$ cat config.mk
export PLATFORM = sky130hd
export DESIGN_NAME = pipe_hazard_ctrl
export DESIGN_NICKNAME = d
export VERILOG_FILES = /design/src/rtl/hazard_pkg.sv /design/src/rtl/hazard_match.sv /design/src/rtl/pipe_hazard_ctrl.sv
export SDC_FILE = /design/constraint.sdc
export NUM_CORES = 1
export LEC_CHECK = 0
export ABC_AREA = 1
export CORE_MARGIN = 8
export CORE_UTILIZATION = 30
export CTS_CLUSTER_DIAMETER = 40
export CTS_CLUSTER_SIZE = 24
export DETAILED_ROUTE_END_ITERATION = 10
export DONT_BUFFER_PORTS = 1
export GPL_ROUTABILITY_DRIVEN = 1
export GPL_TIMING_DRIVEN = 0
export PLACE_DENSITY = 0.54
export SYNTH_ARGS = -nofsm -noshare
export SYNTH_HDL_FRONTEND = slang
export SYNTH_SLANG_ARGS = --single-unit
$ cat constraint.sdc
create_clock -name clk -period 1.9 [get_ports clk]
set_input_delay 0.57 -clock clk [delete_from_list [all_inputs] [get_ports clk]]
set_output_delay 0.57 -clock clk [all_outputs]
set_load 0.05 [all_outputs]
$ cat src/rtl/hazard_pkg.sv
// Shared types for the LEGv8 pipeline hazard/forwarding controller.
package hazard_pkg;

  localparam logic [4:0] XZR = 5'd31;

  typedef enum logic [1:0] {
    FWD_REG = 2'd0,
    FWD_EX  = 2'd1,
    FWD_MEM = 2'd2
  } fwd_sel_t;

  typedef struct packed {
    logic       valid;
    logic [4:0] rd;
    logic       regwrite;
    logic       memread;
  } stage_info_t;

endpackage

$ cat src/rtl/hazard_match.sv
// Single slot-vs-source comparator: hit when the slot is live and its rd matches a used source.
module hazard_match
  import hazard_pkg::*;
#(
  parameter int unsigned REG_W = 5
) (
  input  logic             valid_i,
  input  logic             regwrite_i,
  input  logic [REG_W-1:0] rd_i,
  input  logic [REG_W-1:0] src_i,
  input  logic             uses_i,
  output logic             hit_o
);

  logic live;

  // XZR is hardwired zero, so a write to it is never a real producer.
  assign live  = valid_i & regwrite_i & (rd_i != REG_W'(XZR));
  assign hit_o = uses_i & live & (rd_i == src_i);

endmodule

$ cat src/rtl/pipe_hazard_ctrl.sv
// Tracks EX/MEM destination registers and drives operand forwarding, load-use stall and flush bubbles.
module pipe_hazard_ctrl
  import hazard_pkg::*;
#(
  parameter int unsigned REG_W = 5,
  parameter int unsigned CNT_W = 16
) (
  input  logic             clk,
  input  logic             reset_n,
  input  logic             id_valid,
  input  logic [REG_W-1:0] id_rn,
  input  logic [REG_W-1:0] id_rm,
  input  logic             id_uses_rn,
  input  logic             id_uses_rm,
  input  logic [REG_W-1:0] id_rd,
  input  logic             id_regwrite,
  input  logic             id_memread,
  input  logic             flush,
  output logic             stall,
  output logic [1:0]       fwd_a,
  output logic [1:0]       fwd_b,
  output logic [CNT_W-1:0] stall_count
);

  stage_info_t ex_q, ex_d, mem_q, mem_d;
  logic [CNT_W-1:0] cnt_q, cnt_d;
  logic ex_hit_a, ex_hit_b, mem_hit_a, mem_hit_b;
  fwd_sel_t sel_a, sel_b;

  hazard_match #(.REG_W(REG_W)) u_ex_a (
    .valid_i(ex_q.valid), .regwrite_i(ex_q.regwrite), .rd_i(ex_q.rd),
    .src_i(id_rn), .uses_i(id_uses_rn), .hit_o(ex_hit_a)
  );
  hazard_match #(.REG_W(REG_W)) u_ex_b (
    .valid_i(ex_q.valid), .regwrite_i(ex_q.regwrite), .rd_i(ex_q.rd),
    .src_i(id_rm), .uses_i(id_uses_rm), .hit_o(ex_hit_b)
  );
  hazard_match #(.REG_W(REG_W)) u_mem_a (
    .valid_i(mem_q.valid), .regwrite_i(mem_q.regwrite), .rd_i(mem_q.rd),
    .src_i(id_rn), .uses_i(id_uses_rn), .hit_o(mem_hit_a)
  );
  hazard_match #(.REG_W(REG_W)) u_mem_b (
    .valid_i(mem_q.valid), .regwrite_i(mem_q.regwrite), .rd_i(mem_q.rd),
    .src_i(id_rm), .uses_i(id_uses_rm), .hit_o(mem_hit_b)
  );

  always_comb begin
    stall = id_valid & ~flush & ex_q.memread & (ex_hit_a | ex_hit_b);

    // A load in EX has no result yet; it falls through to MEM/regfile and the stall covers it.
    sel_a = FWD_REG;
    if (ex_hit_a && !ex_q.memread) sel_a = FWD_EX;
    else if (mem_hit_a)            sel_a = FWD_MEM;

    sel_b = FWD_REG;
    if (ex_hit_b && !ex_q.memread) sel_b = FWD_EX;
    else if (mem_hit_b)            sel_b = FWD_MEM;

    mem_d = ex_q;
    ex_d  = '0;
    if (id_valid && !stall && !flush) begin
      ex_d.valid    = 1'b1;
      ex_d.rd       = id_rd;
      ex_d.regwrite = id_regwrite;
      ex_d.memread  = id_memread;
    end

    cnt_d = cnt_q;
    if (stall && (cnt_q != '1)) cnt_d = cnt_q + CNT_W'(1);
  end

  always_ff @(posedge clk) begin
    if (!reset_n) begin
      ex_q  <= '0;
      mem_q <= '0;
      cnt_q <= '0;
    end else begin
      ex_q  <= ex_d;
      mem_q <= mem_d;
      cnt_q <= cnt_d;
    end
  end

  assign fwd_a       = sel_a;
  assign fwd_b       = sel_b;
  assign stall_count = cnt_q;

endmodule

After elaboration in Yosys (flattened, before gate mapping). Cells that the tools add are included. Widths: inputs -> output; s select.

Register bits after elaboration: 31. Logic and storage cells: 47.

Bitwise logic cells: 17. Multiplexer cells: 5. Reduce and logical (&&, ||, !) cells: 9. Equality and inequality tests: 7. Add/subtract/negate cells: 1.

Operators by type and width (count): $eq 5x5->1 (4); $add 16x1->16 const B (1); $ne 16x16->1 const B (1); $and 1x1->1 (15); $ne 5x5->1 const B (2); $mux 2 (4); $mux 8 (1); $logic_and 1x1->1 (5); $logic_not 1->1 (3); $reduce_and 2->1 (1); $not 1->1 (1); $or 1x1->1 (1).

Logic depth before layout (Yosys ltp). Gate-level depths: netlist of the first run.

Depth after elaboration: 10. Mapped depth: 12. Depth with buffers taken out: 11.

Cells and area by module. Synthesis of the first run repeated with hierarchy kept, for this count alone.

Cells, all modules: 338. Area total of the unflattened synthesis: 1940.6 sq um.

Modules (own cells, without submodules): pipe_hazard_ctrl (cells an instance 222, area each 1480.2 sq um, instances 1, sequential area each 620.6 sq um); hazard_match (cells an instance 29, area each 115.1 sq um, instances 4, sequential area each 0.0 sq um).

Least setup slack after synthesis of the first run. No wires, ideal clock.

Path type: input to output. From: input id_rm[3]. To: output fwd_b[1]. Data arrival time: 3.199 ns. Cell stages on the path: 5. Path buffers: 0. Path slack: -1.869 ns. Cell sequence: or2_2 a21oi_1 nand2_1 nor4_1 nor2_1.

Word-level cells in the longest chain between the ends: 4. Elaborated cells between the ends (all ways): 7.

Ends and longest elaborated chain: start, declared (RTL line pipe_hazard_ctrl.sv:12) `input logic [REG_W-1:0] id_rm,`; $eq 5x5->1 (RTL line hazard_match.sv:19) `assign hit_o = uses_i & live & (rd_i == src_i);`; $and 1x1->1 (RTL line hazard_match.sv:19); $mux 2 / $logic_and 1x1->1 (equally long branches) (RTL line pipe_hazard_ctrl.sv:57, pipe_hazard_ctrl.sv:56); $mux 2 (*) (RTL line pipe_hazard_ctrl.sv:56) `if (ex_hit_b && !ex_q.memread) sel_b = FWD_EX;`; end, declared (RTL line pipe_hazard_ctrl.sv:21) `output logic [1:0] fwd_b,`.

Mark *: on every way between the ends. The rest lies on a longest branch, timed or not.

Worst setup path after layout of the first run.
From: register ex_q[5] in the netlist's numbering. To: output fwd_b[1].

Word-level cells in the longest chain between the ends: 6. Elaborated cells between the ends (all ways): 7.

Ends and longest elaborated chain: start, declared (RTL line pipe_hazard_ctrl.sv:25) `stage_info_t ex_q, ex_d, mem_q, mem_d;`; start signal, assigned (RTL line pipe_hazard_ctrl.sv:74) `ex_q <= '0;`; start signal, assigned (RTL line pipe_hazard_ctrl.sv:78) `ex_q <= ex_d;`; $ne 5x5->1 (RTL line hazard_match.sv:18) `assign live = valid_i & regwrite_i & (rd_i != REG_W'(XZR));`; $and 1x1->1 (RTL line hazard_match.sv:18); $and 1x1->1 (RTL line hazard_match.sv:19); $and 1x1->1 (*) (RTL line hazard_match.sv:19); $logic_and 1x1->1 (*) (RTL line pipe_hazard_ctrl.sv:56); $mux 2 (*) (RTL line pipe_hazard_ctrl.sv:56).

Marks and branches as above.

==> results of run 1 <==
[path summary, 6_finish.rpt]
kind / end
setup / recovery: fwd_b[1]
hold reg to reg: mem_q[1]
hold / removal: ex_q[6]
setup reg to reg: stall_count[6]
[final cells by class]
class / instances / area share [%]
inverters: 62 / 10.5
plain buffers: 6 / 2.01
flip-flops and latches: 31 / 28.8
multi-input cells: 222 / 49.2
clock buffers: 7 / 3.32
well taps: 77 / 4.19
clock inverters: 1 / 0.218
repair buffers: 5 / 1.79
[power breakdown]
part / total (W) / switching [W] / internal [W] / leakage (nW)
Sequential: 0.000659 / 0.00000873 / 0.000650 / 0.263
Combinational: 0.0000865 / 0.0000515 / 0.0000350 / 0.744
Clock: 0.000484 / 0.000227 / 0.000256 / 0.0422
Total: 0.00123 / 0.000288 / 0.000942 / 1.05
[worst max-delay path, stage by stage (launching register included)]
cell and delay (ps):
dfxtp_4 350, or2_4 220, a21oi_2 120, nand2_2 80, nor4_4 660, nor2_4 210
[synth_stat cells]
library cell	number
clkinv_1	1
nand4_1	16
nor2_1	56
xor2_1	2
nor4_1	1
or2_2	3
inv_1	58
clkbuf_1	3
buf_4	1
o21ai_0	2
o21ai_1	1
dfxtp_1	31
a21boi_2	2
ha_1	1
nand3_1	22
nand2_4	1
nand2_1	96
nor3_1	3
buf_8	1
xnor2_1	3
inv_2	3
nand4_2	2
nor3_2	1
a221oi_1	1
a21oi_1	4
nand3_2	3
clkbuf_4	1
nor2_2	2
[per-layer routing]
metal	track usage, %	vias up	part of all wire [%]
met3	4.37	6	9.1
met5	0	-	0
met1	12.8	836	43
met2	18.8	43	46
met4	5.12	0	1.5
li1	-	1005	-
[logic make-up (layout without fill, tap and decap cells)]
group                      Yosys count  in the layout
DFF                                 31             31
xor gates and xnor gates             5              5
and+or+nand+nor                    206            206
adders and majority gates            1              1
AOI/OAI and AO/OA                   10             10
buffers and inverters               68             81
[through the flow]
step | TNS, ps | power [W] | utilization [%] | setup slack, ps | cell area (sq um)
finish | -1770 | 0.00123 | 36.7 | -573 | 2300
CTS | -1770 | 0.00125 | 35.7 | -587 | 2240
global placement | -2830 | 0.000758 | 33.0 | -610 | 2070
detailed placement | -2770 | 0.000759 | 33.0 | -606 | 2070
floorplan | -968 | 0.000742 | - | -533 | 1980
global route | -2220 | 0.00130 | 36.7 | -642 | 2300
[what timing repair did]
action | in CTS | in global routing
resized for setup | 29 | 20
pin swaps | 8 | 4
buffers inserted | 3 | 2
endpoints found under the setup margin | 14 | 19
[flip-flops by register name, summed over array words and instances, names as in the netlist]
name / flops
mem_q: 7
stall_count: 16
ex_q: 8
==> impl_results.md, run 1 <==
* Hold-fix buffers, CTS at 0
* Post-Syn Nets at 345
* Status: complete, but fails checks
* Hold Startpoint: id_rd[4]
* WHS Path Cells at 2
* WL per Instance at 12.1 um
* Multiplexer share of the synthesized area at 0%
* Area Growth Syn to Fin at 19.4%
* Tightest Pin Transition at 873 ps
* Reg2Reg Depth at 6
* CP startpoint: ex_q[5]
* Clk root buf: clkbuf_8
* Final setup viols at 5
* Placed Cells at 398
* Total CTS buffers at 5
* Most frequent cells in the layout: nand2_1, inv_1, nor2_1, nand3_1, nand4_1
* Register area share after synthesis at 32.2%
* Number of H-tree levels at 2
* FF-to-FF Start: ex_q[0]
* Crit-path max FO at 3
* Worst Setup End Kind: primary output
* Synth area leader: dfxtp_1
* Slew Limit Fails at 0
* Mean post-synth cell area at 6.00 sq um
* Largest cells by area after synthesis: dfxtp_1, nand2_1, inv_1
* Commonest non-fill, non-tap cell in the layout: nand2_1
* Final Non-Filler Cells at 411
* Largest net degree at the start of global routing at 11
* Area share of the largest cell type after synthesis at 32.2%
* Post-Synth XOR/XNOR Area at 2.27%
* CP startpoint kind: flop
* Layout cells sized above 1 at 22.8%
* DR pass1 iterations at 4
* Chip height at 96.1 um
* Initial drt markers at 76
* Normalized max-slew margin at 41.4%
* DRC Markers at 0
* Vias at 1890
* Unrepaired setup endpoints after global routing: true
* Largest family of logic cells by synthesized area: simple AND/OR/NAND/NOR gates
* Final Hold Vio Count at 0
* IO buf count at 0
* Final setup skew at 10.9 ps
* Gr ovfl total at 0
* Hold WS at 394 ps
* Worst Path Required at 1330 ps
* Clock buffer depth at 2
* Worst Hold Class: in -> reg
* Vias per cell at 4.60
* Post-DRT Antenna Nets at 0
* Clk_lat worst skew at 280 ps
* Flops & latches, synth at 31
* Starting density of the core at 30.7%
* Fill count at 686
* Cell Area, Synth at 1930 sq um
* GRT Util Overall at 11.4%
* Area occupied by multi-input gates at 1130 sq um
* Number of placed I/O pins at 44
* Routability cong. at 0.833
* Die Wd at 96.1 um
* Clk sinks at 31
* Max Cap Viol at 0
* Power per Cell Area at 534 nW/um^2
* Leak at 1.05 nW
* CTS tree: yes
* FMAX at 404 MHz
* Adder and majority gate portion of the synthesized area at 0.649%
* Reg2Reg Setup Slack at 160 ps
* Synth Area in Simple Gates at 47.2%
* Antenna cell count at 0
* Peak supply drop at 0.256 mV
* Vias in the first global route at 1821
* WP data arrival at 1900 ps
* Post-route setup slack at -573 ps
* Routed wire length at 4.96 mm
* Final critical-path share of the clock period at 130%
* Compound-Gate Fraction of Synth Area at 3.44%
* Register Area at 662 sq um
* Clk slew on worst S/H paths at 60 ps
* Failing checks: setup timing
* Die ar. at 9240 sq um
* Cells after Synth at 321
* Setup CP Type: reg -> out
* Post-layout net count at 357
* Number of distinct library cells after synthesis at 28
* Synth Warn # at 0
* Cell row count at 29
* DP Wirelength at 3.90 mm
* Final Critical Period at 2470 ps
* Core ar. at 6280 sq um
* Global-route wire length before repair at 8.40 mm
* Initial antenna violation count at 0
Power figures use the tool's default switching activity.
==> run 2, diff against run 1 <==
--- a/config.mk
+++ b/config.mk
@@ -6,6 +6,8 @@
 export NUM_CORES = 1
 export LEC_CHECK = 0
 export ABC_AREA = 1
+export CELL_PAD_IN_SITES_DETAIL_PLACEMENT = 1
+export CELL_PAD_IN_SITES_GLOBAL_PLACEMENT = 2
 export CORE_MARGIN = 8
 export CORE_UTILIZATION = 30
 export CTS_CLUSTER_DIAMETER = 40
@@ -14,7 +16,8 @@
 export DONT_BUFFER_PORTS = 1
 export GPL_ROUTABILITY_DRIVEN = 1
 export GPL_TIMING_DRIVEN = 0
-export PLACE_DENSITY = 0.54
+export PLACE_DENSITY = 0.85
 export SYNTH_ARGS = -nofsm -noshare
 export SYNTH_HDL_FRONTEND = slang
+export SYNTH_HIERARCHICAL = 1
 export SYNTH_SLANG_ARGS = --single-unit
==> impl_results.md, run 2 <==
* Post-layout net count at 382 (+7.0%)
* WP buf/inv at 2 (+2)
* Count leader, synth: nand2_1
* Max Cap Viol at 0 (unchanged)
* Tightest Pin Transition at 647 ps (-225 ps)
* DR pass1 iterations at 4 (unchanged)
* Commonest non-fill, non-tap cell in the layout: nand2_1
* Synth area leader: dfxtp_1
* Final instance area at 2590 sq um (+13%)
* Synth Warn # at 6 (+6)
* Normalized max-slew margin at 56.8% (+15 points)
* EDFF count, synth at 0 (unchanged)
* Clk_lat worst skew at 290 ps (about the same)
* Die ar. at 9300 sq um (+0.60%)
* WL per Instance at 14.3 um (+19%)
* Post-DP Area at 2120 sq um (+2.1%)
* Setup TNS at -5060 ps (-3290 ps)
* Asr flop ratio synth at 0% (unchanged)
* Unrepaired setup endpoints after global routing: true
* GRT Util Overall at 14.4% (+2.9 points)
* Max reg flops at 16 (unchanged)
* IO buf count at 0 (unchanged)
* Final setup skew at 3.72 ps (-7.15 ps)
* Clock buffer depth at 2 (unchanged)
* Area Growth Syn to Fin at 33.6%
* Clk root buf: clkbuf_8
* Status: complete, but fails checks
* Most frequent cells in the layout: nand2_1, inv_1, nor2_1, nand3_1
* Clk sinks at 31 (unchanged)
* Cell Area, Synth at 1940 sq um (+0.71%)
* Area occupied by multi-input gates at 1280 sq um (+13%)
* Flops & latches, synth at 31 (unchanged)
* Final Critical Period at 2300 ps (-174 ps)
* WP data arrival at 1730 ps (-170 ps)
* Register Area at 654 sq um (-1.1%)
* Adder and majority gate portion of the synthesized area at 0.645% (-0.0046 points)
* Cell row count at 29 (unchanged)
* Reg2Reg Depth at 15 (+9)
* Worst Setup End Kind: primary output
* Vias at 2054 (+8.7%)
* Most frequent cells after synthesis: nand2_1, inv_1, nor2_1, dfxtp_1, nand3_1
* Final setup viols at 22 (+17)
* Post-DRT Antenna Nets at 0 (unchanged)
* WHS Path Cells at 2 (unchanged)
* Failing checks: setup timing
* Core ar. at 6310 sq um (+0.58%)
* Total CTS buffers at 5 (unchanged)
* CP Depth at 9 (+4)
* Largest net degree at the start of global routing at 11 (unchanged)
* Chip height at 96.4 um (+0.30%)
* Multiplexer share of the synthesized area at 0% (unchanged)
* Register area share after synthesis at 32.0% (-0.23 points)
* Number of H-tree levels at 2 (unchanged)
* Number of placed I/O pins at 44 (unchanged)
* Post-route setup slack at -399 ps (+174 ps)
* Number of distinct library cells after synthesis at 22 (-21%)
* Clk slew on worst S/H paths at 70 ps (about the same)
* Largest family of logic cells by synthesized area: simple AND/OR/NAND/NOR gates
* Compound-Gate Fraction of Synth Area at 5.42% (+2.0 points)
* DRC Markers at 0 (unchanged)
* Crit-path max FO at 6 (+3)
* Initial drt markers at 29 (-62%)
* Post-Synth XOR/XNOR Area at 0.451% (-1.8 points)
* Gr ovfl total at 0 (unchanged)
* Max stage delay on crit path at 390 ps (-270 ps)
* Post-Syn Nets at 362 (+4.9%)
* Fill count at 838 (+22%)
* Tot Pwr at 0.00129 W (+4.8%)
* Vias per cell at 4.72 (+2.7%)
* FMAX at 435 MHz (+7.6%)
* Area share of the largest cell type after synthesis at 32.0% (-0.23 points)
* Worst Hold Class: in -> reg
* Hold-fix buffers, CTS at 0 (unchanged)
* Routed wire length at 6.23 mm (+26%)
* Final critical-path share of the clock period at 121% (-9.2 points)
* Antenna cell count at 0 (unchanged)
* Critical-path cell list: inv_2, nand2_1, nand2_1, nor2_2, nand3_1, nor2_2, inv_2, nor2_4, nor2_4
* Vias in the first global route at 2137 (+17%)
* Peak supply drop at 0.279 mV (+9.0%)
* CP delay by family, top: simple AND/OR/NAND/NOR gates
* CTS tree: yes
* Initial antenna violation count at 0 (unchanged)
* Final Hold Vio Count at 0 (unchanged)
* DP Wirelength at 4.52 mm (+16%)
* Die Wd at 96.4 um (+0.30%)
* Setup CP Type: reg -> out
* Cells after Synth at 338 (+5.3%)
* Power per Cell Area at 497 nW/um^2 (-7.0%)
* Largest cells by area after synthesis: dfxtp_1, nand2_1, inv_1
* Global-route wire length before repair at 10.3 mm (+22%)
* Synth Area in Simple Gates at 46.6% (-0.59 points)
* Routability cong. at 0.754 (-9.5%)
* Starting density of the core at 30.7% (+0.042 points)
* Leak at 1.16 nW (+11%)
* Slew Limit Fails at 0 (unchanged)
* CP startpoint kind: flop
* Mean post-synth cell area at 5.74 sq um (-4.4%)
* Dominant synthesized flop cell: dfxtp_1
* Slowest CP cell: dfxtp_4
* Worst Path Required at 1330 ps (about the same)
* Layout cells sized above 1 at 31.8% (+9.1 points)
-- run 2: repair_timing --
item	in CTS	in global routing
setup buffers	8	3
endpoints found under the setup margin	29	29
gates resized for setup	54	39
gates cloned	2	0
pin swaps	11	19
-- run 2: cell families (layout without fill, tap and decap cells) --
family,count (synthesis),after routing
and+or+nand+nor,213,213
buffers and inverters,74,93
DFF,31,31
AOI/OAI and AO/OA,18,19
adders and majority gates,1,1
xor gates and xnor gates,1,1
-- run 2: path summary, 6_finish.rpt --
check | from | slack [ps] | end
worst max-delay path | ex_q[4] | -400 | fwd_a[1]
worst min-delay path | id_rd[3] | 380 | ex_q[5]
worst max register to register | ex_q[4] | -280 | ex_q[4]
worst min register to register | ex_q[6] | 460 | mem_q[6]
-- run 2: metal layers --
| layer | vias to the layer above | wire (um) | global-route usage, % |
|---|---|---|---|
| li1 | 1049 | - | - |
| met1 | 949 | 2300 | 14.3 |
| met2 | 44 | 3250 | 27.4 |
| met3 | 12 | 550 | 4.56 |
| met4 | 0 | 125 | 4.92 |
| met5 | - | 0 | 0 |
-- run 2: power by group --
part / internal, W / switching (W) / total (W)
Combinational: 0.0000362 / 0.0000480 / 0.0000841
Clock: 0.000284 / 0.000258 / 0.000542
Sequential: 0.000653 / 0.00000942 / 0.000662
-- run 2: cell type report --
type,instances,area share (%)
Multi-Input combinational cell,234,49.4
Sequential cell,31,25.2
Inverter,70,11.8
Timing Repair Buffer,12,4.97
Tap cell,77,3.72
Clock buffer,6,3.19
Buffer,4,1.50
Clock inverter,1,0.193
-- run 2: worst reg2reg max path: cells and delay by family, from the launching register on --
| family | cells | cell delay, ps |
|---|---|---|
| flip-flops | 1 | 390 |
| AND/OR/NAND/NOR | 6 | 520 |
| AO/OA/AOI/OAI | 1 | 210 |
| buffers and inverters | 8 | 980 |
-- run 2: per-stage QoR --
| step | instances | setup slack, ps | util [%] | hold slack, ps |
|---|---|---|---|---|
| global route | 435 | -495 | 41.1 | 376 |
| CTS | 432 | -399 | 38.7 | 372 |
| detailed placement | 415 | -363 | 33.5 | 452 |
| finish | 435 | -399 | 41.1 | 380 |
| global placement | 415 | -348 | 33.5 | 442 |
| floorplan | 338 | -137 | - | 430 |
